==> src/rtl/ws2812_frame_driver_if.sv <==
// Frame/handshake bundle between the LED pattern generator and the WS2812 serialiser.
// The master side supplies the frame and Start; the slave side returns the line and status.
interface ws2812_frame_driver_if #(
  parameter int NUM_LEDS = 5
);
  logic [24*NUM_LEDS-1:0] GRBSeq;
  logic                   Start;
  logic                   DOut;
  logic                   Busy;
  logic                   FrameDone;

  modport master (
    output GRBSeq, Start,
    input  DOut, Busy, FrameDone
  );

  modport slave (
    input  GRBSeq, Start,
    output DOut, Busy, FrameDone
  );
endinterface

==> src/rtl/ws2812_frame_driver.sv <==
// Serialises a snapshotted GRB frame onto a WS2812 data line using pulse-width bit encoding,
// then holds the line low for the latch period before accepting the next frame.
module ws2812_frame_driver #(
  parameter int NUM_LEDS = 5,
  parameter int T0H      = 40,
  parameter int T1H      = 80,
  parameter int TBIT     = 125,
  parameter int TLATCH   = 6000
) (
  input  logic                 clk,
  input  logic                 reset,
  ws2812_frame_driver_if.slave bus
);

  localparam int FRAME_W = 24 * NUM_LEDS;
  localparam int MAX_CNT = (TBIT > TLATCH) ? TBIT : TLATCH;
  localparam int CNT_W   = $clog2(MAX_CNT + 1);
  localparam int BIT_W   = $clog2(FRAME_W);

  typedef enum logic [1:0] {
    IDLE,
    HIGH,
    LOW,
    LATCH
  } state_t;

  state_t               state;
  logic [FRAME_W-1:0]   shift_reg;
  logic [BIT_W-1:0]     bit_cnt;
  logic [CNT_W-1:0]     cycle_cnt;
  logic                 post_reset;
  logic                 dout;
  logic                 busy;
  logic                 frame_done;
  logic [CNT_W-1:0]     high_last;
  logic [CNT_W-1:0]     low_last;

  // Terminal counts for the bit currently at the head of the shift register.
  assign high_last = shift_reg[FRAME_W-1] ? CNT_W'(T1H - 1) : CNT_W'(T0H - 1);
  assign low_last  = shift_reg[FRAME_W-1] ? CNT_W'(TBIT - T1H - 1) : CNT_W'(TBIT - T0H - 1);

  always_ff @(posedge clk) begin
    if (reset) begin
      // A reset always passes through a full latch so a truncated frame is cleanly terminated.
      state      <= LATCH;
      cycle_cnt  <= '0;
      post_reset <= 1'b1;
      dout       <= 1'b0;
      busy       <= 1'b1;
      frame_done <= 1'b0;
    end else begin
      frame_done <= 1'b0;
      case (state)
        IDLE: begin
          dout <= 1'b0;
          busy <= 1'b0;
          if (bus.Start) begin
            shift_reg <= bus.GRBSeq;
            bit_cnt   <= '0;
            cycle_cnt <= '0;
            state     <= HIGH;
            dout      <= 1'b1;
            busy      <= 1'b1;
          end
        end
        HIGH: begin
          if (cycle_cnt == high_last) begin
            cycle_cnt <= '0;
            state     <= LOW;
            dout      <= 1'b0;
          end else begin
            cycle_cnt <= cycle_cnt + CNT_W'(1);
          end
        end
        LOW: begin
          if (cycle_cnt == low_last) begin
            cycle_cnt <= '0;
            if (bit_cnt == BIT_W'(FRAME_W - 1)) begin
              state <= LATCH;
            end else begin
              shift_reg <= {shift_reg[FRAME_W-2:0], 1'b0};
              bit_cnt   <= bit_cnt + BIT_W'(1);
              state     <= HIGH;
              dout      <= 1'b1;
            end
          end else begin
            cycle_cnt <= cycle_cnt + CNT_W'(1);
          end
        end
        LATCH: begin
          dout <= 1'b0;
          if (cycle_cnt == CNT_W'(TLATCH - 1)) begin
            cycle_cnt  <= '0;
            state      <= IDLE;
            busy       <= 1'b0;
            frame_done <= ~post_reset;
            post_reset <= 1'b0;
          end else begin
            cycle_cnt <= cycle_cnt + CNT_W'(1);
          end
        end
        default: begin
          state <= IDLE;
          dout  <= 1'b0;
          busy  <= 1'b0;
        end
      endcase
    end
  end

  assign bus.DOut      = dout;
  assign bus.Busy      = busy;
  assign bus.FrameDone = frame_done;

endmodule

==> src/flat_wrapper.sv <==
// flat-port wrapper written by rule: the top's interface ports become plain ports
module ws2812_frame_driver_flat 
#(
  parameter int NUM_LEDS = 5,
  parameter int T0H      = 40,
  parameter int T1H      = 80,
  parameter int TBIT     = 125,
  parameter int TLATCH   = 6000
)
  (clk, reset, bus_GRBSeq, bus_Start, bus_DOut, bus_Busy, bus_FrameDone);
  ws2812_frame_driver_if #(.NUM_LEDS(NUM_LEDS)) bus_i ();
  input  logic clk;
  input  logic reset;
  input wire logic [$bits(bus_i.GRBSeq)-1:0] bus_GRBSeq;
  input wire logic [$bits(bus_i.Start)-1:0] bus_Start;
  output wire logic [$bits(bus_i.DOut)-1:0] bus_DOut;
  output wire logic [$bits(bus_i.Busy)-1:0] bus_Busy;
  output wire logic [$bits(bus_i.FrameDone)-1:0] bus_FrameDone;
  assign bus_i.GRBSeq = bus_GRBSeq;
  assign bus_i.Start = bus_Start;
  assign bus_DOut = bus_i.DOut;
  assign bus_Busy = bus_i.Busy;
  assign bus_FrameDone = bus_i.FrameDone;
  ws2812_frame_driver #(.NUM_LEDS(NUM_LEDS), .T0H(T0H), .T1H(T1H), .TBIT(TBIT), .TLATCH(TLATCH)) u_core (.clk(clk), .reset(reset), .bus(bus_i));
endmodule
==> config.mk <==
export PLATFORM = sky130hd
export DESIGN_NAME = ws2812_frame_driver_flat
export DESIGN_NICKNAME = d
export VERILOG_FILES = /design/src/rtl/ws2812_frame_driver_if.sv /design/src/rtl/ws2812_frame_driver.sv /design/src/flat_wrapper.sv
export SDC_FILE = /design/constraint.sdc
export NUM_CORES = 1
export LEC_CHECK = 0
export ABC_AREA = 1
export BUFFER_PORTS_ARGS = -buffer_cell sky130_fd_sc_hd__clkbuf_2
export CAP_MARGIN = 15
export CORE_ASPECT_RATIO = 1.25
export CORE_UTILIZATION = 60
export CTS_CLUSTER_DIAMETER = 80
export DETAILED_ROUTE_END_ITERATION = 12
export PLACE_DENSITY_LB_ADDON = 0.1
export SLEW_MARGIN = 10
export SYNTH_ARGS = -nofsm -noshare
export SYNTH_HDL_FRONTEND = slang
export SYNTH_SLANG_ARGS = --single-unit
==> constraint.sdc <==
create_clock -name clk -period 19.9 [get_ports clk]
set_clock_uncertainty 0.2 [all_clocks]
set_input_delay 4.975 -clock clk [delete_from_list [all_inputs] [get_ports clk]]
set_output_delay 4.975 -clock clk [all_outputs]
set_load 0.05 [all_outputs]
# == After elaboration in Yosys (flattened, before gate mapping) ==
# Index checks and enable logic that the tools add are counted.
# totals
regBits,146
inputBits,123
out_inout_bits,3
wordCells,63
# classes
add_sub_neg,2
eq_ne,12
n_mux,28
bitwise,4
reduce_logical,9
# ops
operator,n
$mux W120,3
$pmux W120 S2,1
$mux W13,4
$pmux W13 S4,1
$mux W7,5
$eq A13 B13 Y1,2
$pmux W7 S2,1
$add A13 B1 Y13 const B,1
$eq A13 B13 Y1 const B,1
$mux W2,5
$pmux W2 S4,1
$add A7 B1 Y7 const B,1
$eq A7 B7 Y1 const B,1
$ne A2 B1 Y1 const B,3
$mux W1,5
$reduce_and A5 Y1,1
$eq A2 B2 Y1 const B,2
$ne A2 B2 Y1 const B,2
$not A1 Y1,4
$pmux W1 S4,1
$reduce_and A2 Y1,2
$reduce_and A4 Y1,1
$reduce_bool A2 Y1,2
$reduce_and A3 Y1,1
other kinds (4),4

# == Depth between registers and ports, before layout ==
# depth
depth_word,4
ltp_mapped,12
ltp_nobuf,12

# == Worst setup path before layout ==
# No wires, ideal clock.
# synth_timing
path_type,input -> register
start,in reset
end,"reg u_core.bit_cnt[0], enable pin"
setup_ps,769
arrival_ps,13789
t_required_ps,18931
path_slack_ps,5142
path_stages,2
path_buffers,1
path_cell_list,clkbuf_1 > nor3_1
# synth_via
elab_chain_len,2
# synth_rtl
element,line_no,source
"start, declared",flat_wrapper.sv:13,input logic reset;
$not A1 Y1 (no source line),n/a,
$reduce_and A5 Y1 (no source line),n/a,
"end signal, assigned",ws2812_frame_driver.sv:82,bit_cnt <= bit_cnt + BIT_W'(1);
"end, declared",ws2812_frame_driver.sv:29,logic [BIT_W-1:0] bit_cnt;
# Every way passes these cells.
# A chain may end at the register's enable or synchronous reset.

# == Worst setup path after layout ==
# layout_timing
start,in bus_Start
end,"reg u_core.bit_cnt[0], enable pin"
# layout_via
elab_chain_len,2
# layout_rtl
element,line_no,source
"start, declared",flat_wrapper.sv:15,input wire logic [$bits(bus_i.Start)-1:0] bus_Start;
$ne A2 B2 Y1 (no source line),n/a,
$reduce_and A5 Y1 (no source line),n/a,
# Every way passes these cells.

==> results.yml <==
power_and_ir_drop:
  irDropWorstVdd_v: 0.0000755
  p_seq_frac: 0.440
  switching_share: 0.313
  p_int_uw: 649
  switchingPower_uw: 296
  p_leak_uw: 0.00368
  pwr-share-clk: 0.323
  p_per_area_nw_per_um2: 118
  power_frac_comb: 0.237
setup_path:
  critPathLaunchType: "input pin"
  crit_path_top_delay_cell: "buf_4"
  crit_buf_inv: 4
  cpPeakStageDelay_ns: 0.76
  path_delay_family: "buffers and inverters"
  end_kind: "flop"
  arrival_ns: 6.97
  crit_chain: "clkbuf_2, inv_1, nor2_1, nor2_1, nor3_2, buf_4, buf_4"
  cp.required_ns: 19.74
  path_class: "input pin to flop"
  crit_fanout: 64
global_routing:
  grt_pass1_vias: 5056
  grt_max_degree: 126
  track_usage: 0.246
  grt_pass1_wl_um: 22900
  grt_overflow_total: 0
  antenna_found_initial: 0
hold_path:
  hp-class: "flop to flop"
cells_and_area:
  final_util: 0.730
  layout.nets: 1012
  area_delta_synth_final_pct: 18.8
  drive_above_1_share: 0.195
  largest_reg_flops: 120
  n_antenna_cell: 0
place:
  routabilityCongestion: 0.949
  port_buffers: 125
  place_hpwl_um: 8830
cts:
  cts_root_buf: "clkbuf_16"
  htree_levels: 4
  clkTransAtPathRegs_ns: 0.06
  numCtsBuffers: 17
  clk_path_buf_depth: 2
  ctsResizeCount: 0
  insertion_delay_ns: 0.41
  cts_tree: "done"
  clock-sinks: 146
  cts_hold_buf: 0
  postCtsSetupRepairBufs: 0
timing:
  fin_crit_sh: 0.358
  finalCriticalPeriod_ns: 7.13
  hold_slack_ns: 0.250
  relSlewSlack: 0.432
  rsz0062_at_grt: "no"
  worst_pin_slew_ns: 0.850
  hold_viol: 0
  timing.setup.tns_ns: 0
  fmax_ghz: 0.140
  finalSetupViolations: 0
  slew_viol_final: 0
floorplanning:
  fp.dieArea_um2: 11700
  dieWidth_um: 97.1
  boundaryPins: 126
  core-area_um2: 11000
  row_count: 43
  die_h_um: 121
  initial_core_util: 0.615
status:
  status: "complete, no violations"
yosys:
  synth_cell_type_count: 28
  syn_inst: 768
  synth_area_um2: 6780
  synth_top_cell_by_area: "edfxtp_1"
  yosys.area.top_type_share: 0.563
  ys_seq_area_frac: 0.619
  ys.warnings.count: 0
  syn_avg_cell_area_um2: 8.83
  synth-seq-cells: 146
  syn_nets: 894
  synth_area_leaders: "edfxtp_1 (56%), nand2_1 (23%), dfxtp_1 (5.6%)"
job:
  cap_viol_max_count: 0
drt:
  wl_per_cell_um: 13.2
  dr.pass1.iters: 6
  drc: 0
  vias_per_cell: 5.21
  route.vias.total: 5387
  final_antenna_net_count: 0
  routed_wl_um: 13700
  drt-initial-drc-count: 399
logic make-up (layout without fill, tap and decap cells):
kind of cell,after synthesis,count (layout),synth area share
fa+ha+maj,3,3,0.00554
buf+inv,72,203,0.0463
simple gates,514,514,0.301
compound gates,33,33,0.0284
flops,146,146,0.619
final cells by class:
type                       instances  area, µm²
multi-input combinational        550       2280
sequential                       146       4190
fill                             799       2980
timing repair buffer             130        683
inverter                          41        155
tap                              135        169
clock inverter                    15        140
clock buffer                      17        425
Yosys cell counts, drive strengths merged:
library cell  count
ha                3
inv              39
edfxtp          127
a31oi             2
nand2           428
buf              19
nand3            28
a211oi            2
o21ai             8
clkinv            2
nor3              5
dfxtp            19
o21a              1
o21bai            2
clkbuf           12
o31ai             1
nand4            12
nor4              1
nor2             40
a21oi            16
o211ai            1
cells in the final DEF (no fill, tap or decap), types with 3 or more instances in the layout:
cell	instances
nand3_1	27
o21ai_0	8
nand2_2	5
nand2_1	423
edfxtp_1	127
clkinv_1	6
nor2_1	35
a21oi_1	16
nand4_1	12
buf_4	4
nor3_1	3
dfxtp_1	19
clkbuf_2	125
clkbuf_16	17
clkinv_2	4
ha_1	3
inv_1	37
nor2_2	3
worst paths after layout:
| check | start | to | slack, ns | cells past startpoint |
|---|---|---|---|---|
| setup / recovery | bus_Start | u_core.bit_cnt[0]$_SDFFCE_PN0P_ | 12.77 | 7 |
| hold / removal | u_core.post_reset$_SDFFE_PP1N_ | u_core.bus.FrameDone$_SDFF_PP0_ | 0.25 | 1 |
| setup reg to reg | u_core.state[1]$_SDFFE_PP1P_ | u_core.bit_cnt[0]$_SDFFCE_PN0P_ | 15.84 | 10 |
| hold reg to reg | u_core.post_reset$_SDFFE_PP1N_ | u_core.bus.FrameDone$_SDFF_PP0_ | 0.25 | 1 |
metal layers:
metal | GRT usage | wire, µm
met4 | 0.0989 | 315
met1 | 0.333 | 5890
met2 | 0.389 | 6600
met3 | 0.0538 | 859
met5 | 0 | 0
stage by stage:
step	area [µm²]	power, µW	cells	setup WS (ns)
3_3_place_gp	7460	633	1001	12.39
2_1_floorplan	6780	600	768	5.14
5_1_grt	8050	1000	1034	12.61
3_5_place_dp	7460	644	1001	12.34
4_1_cts	8020	951	1033	12.78
6_report	8050	946	1034	12.77
power by group through the flow:
| stage | Clock, µW | Sequential, µW | Combinational (µW) |
|---|---|---|---|
| 6_report | 305 | 416 | 225 |
| 3_3_place_gp | 0 | 420 | 214 |
| 3_5_place_dp | 0 | 421 | 223 |
| 2_1_floorplan | 0 | 433 | 167 |
| 5_1_grt | 321 | 419 | 260 |
| 4_1_cts | 310 | 415 | 226 |
worst register-to-register path: cells and delay by family, from the launching register on:
family | cells | cell delay (ns)
AND/OR/NAND/NOR | 5 | 1.11
buffers and inverters | 5 | 1.97
flip-flops | 1 | 0.42
Power figures use the tool's default switching activity.
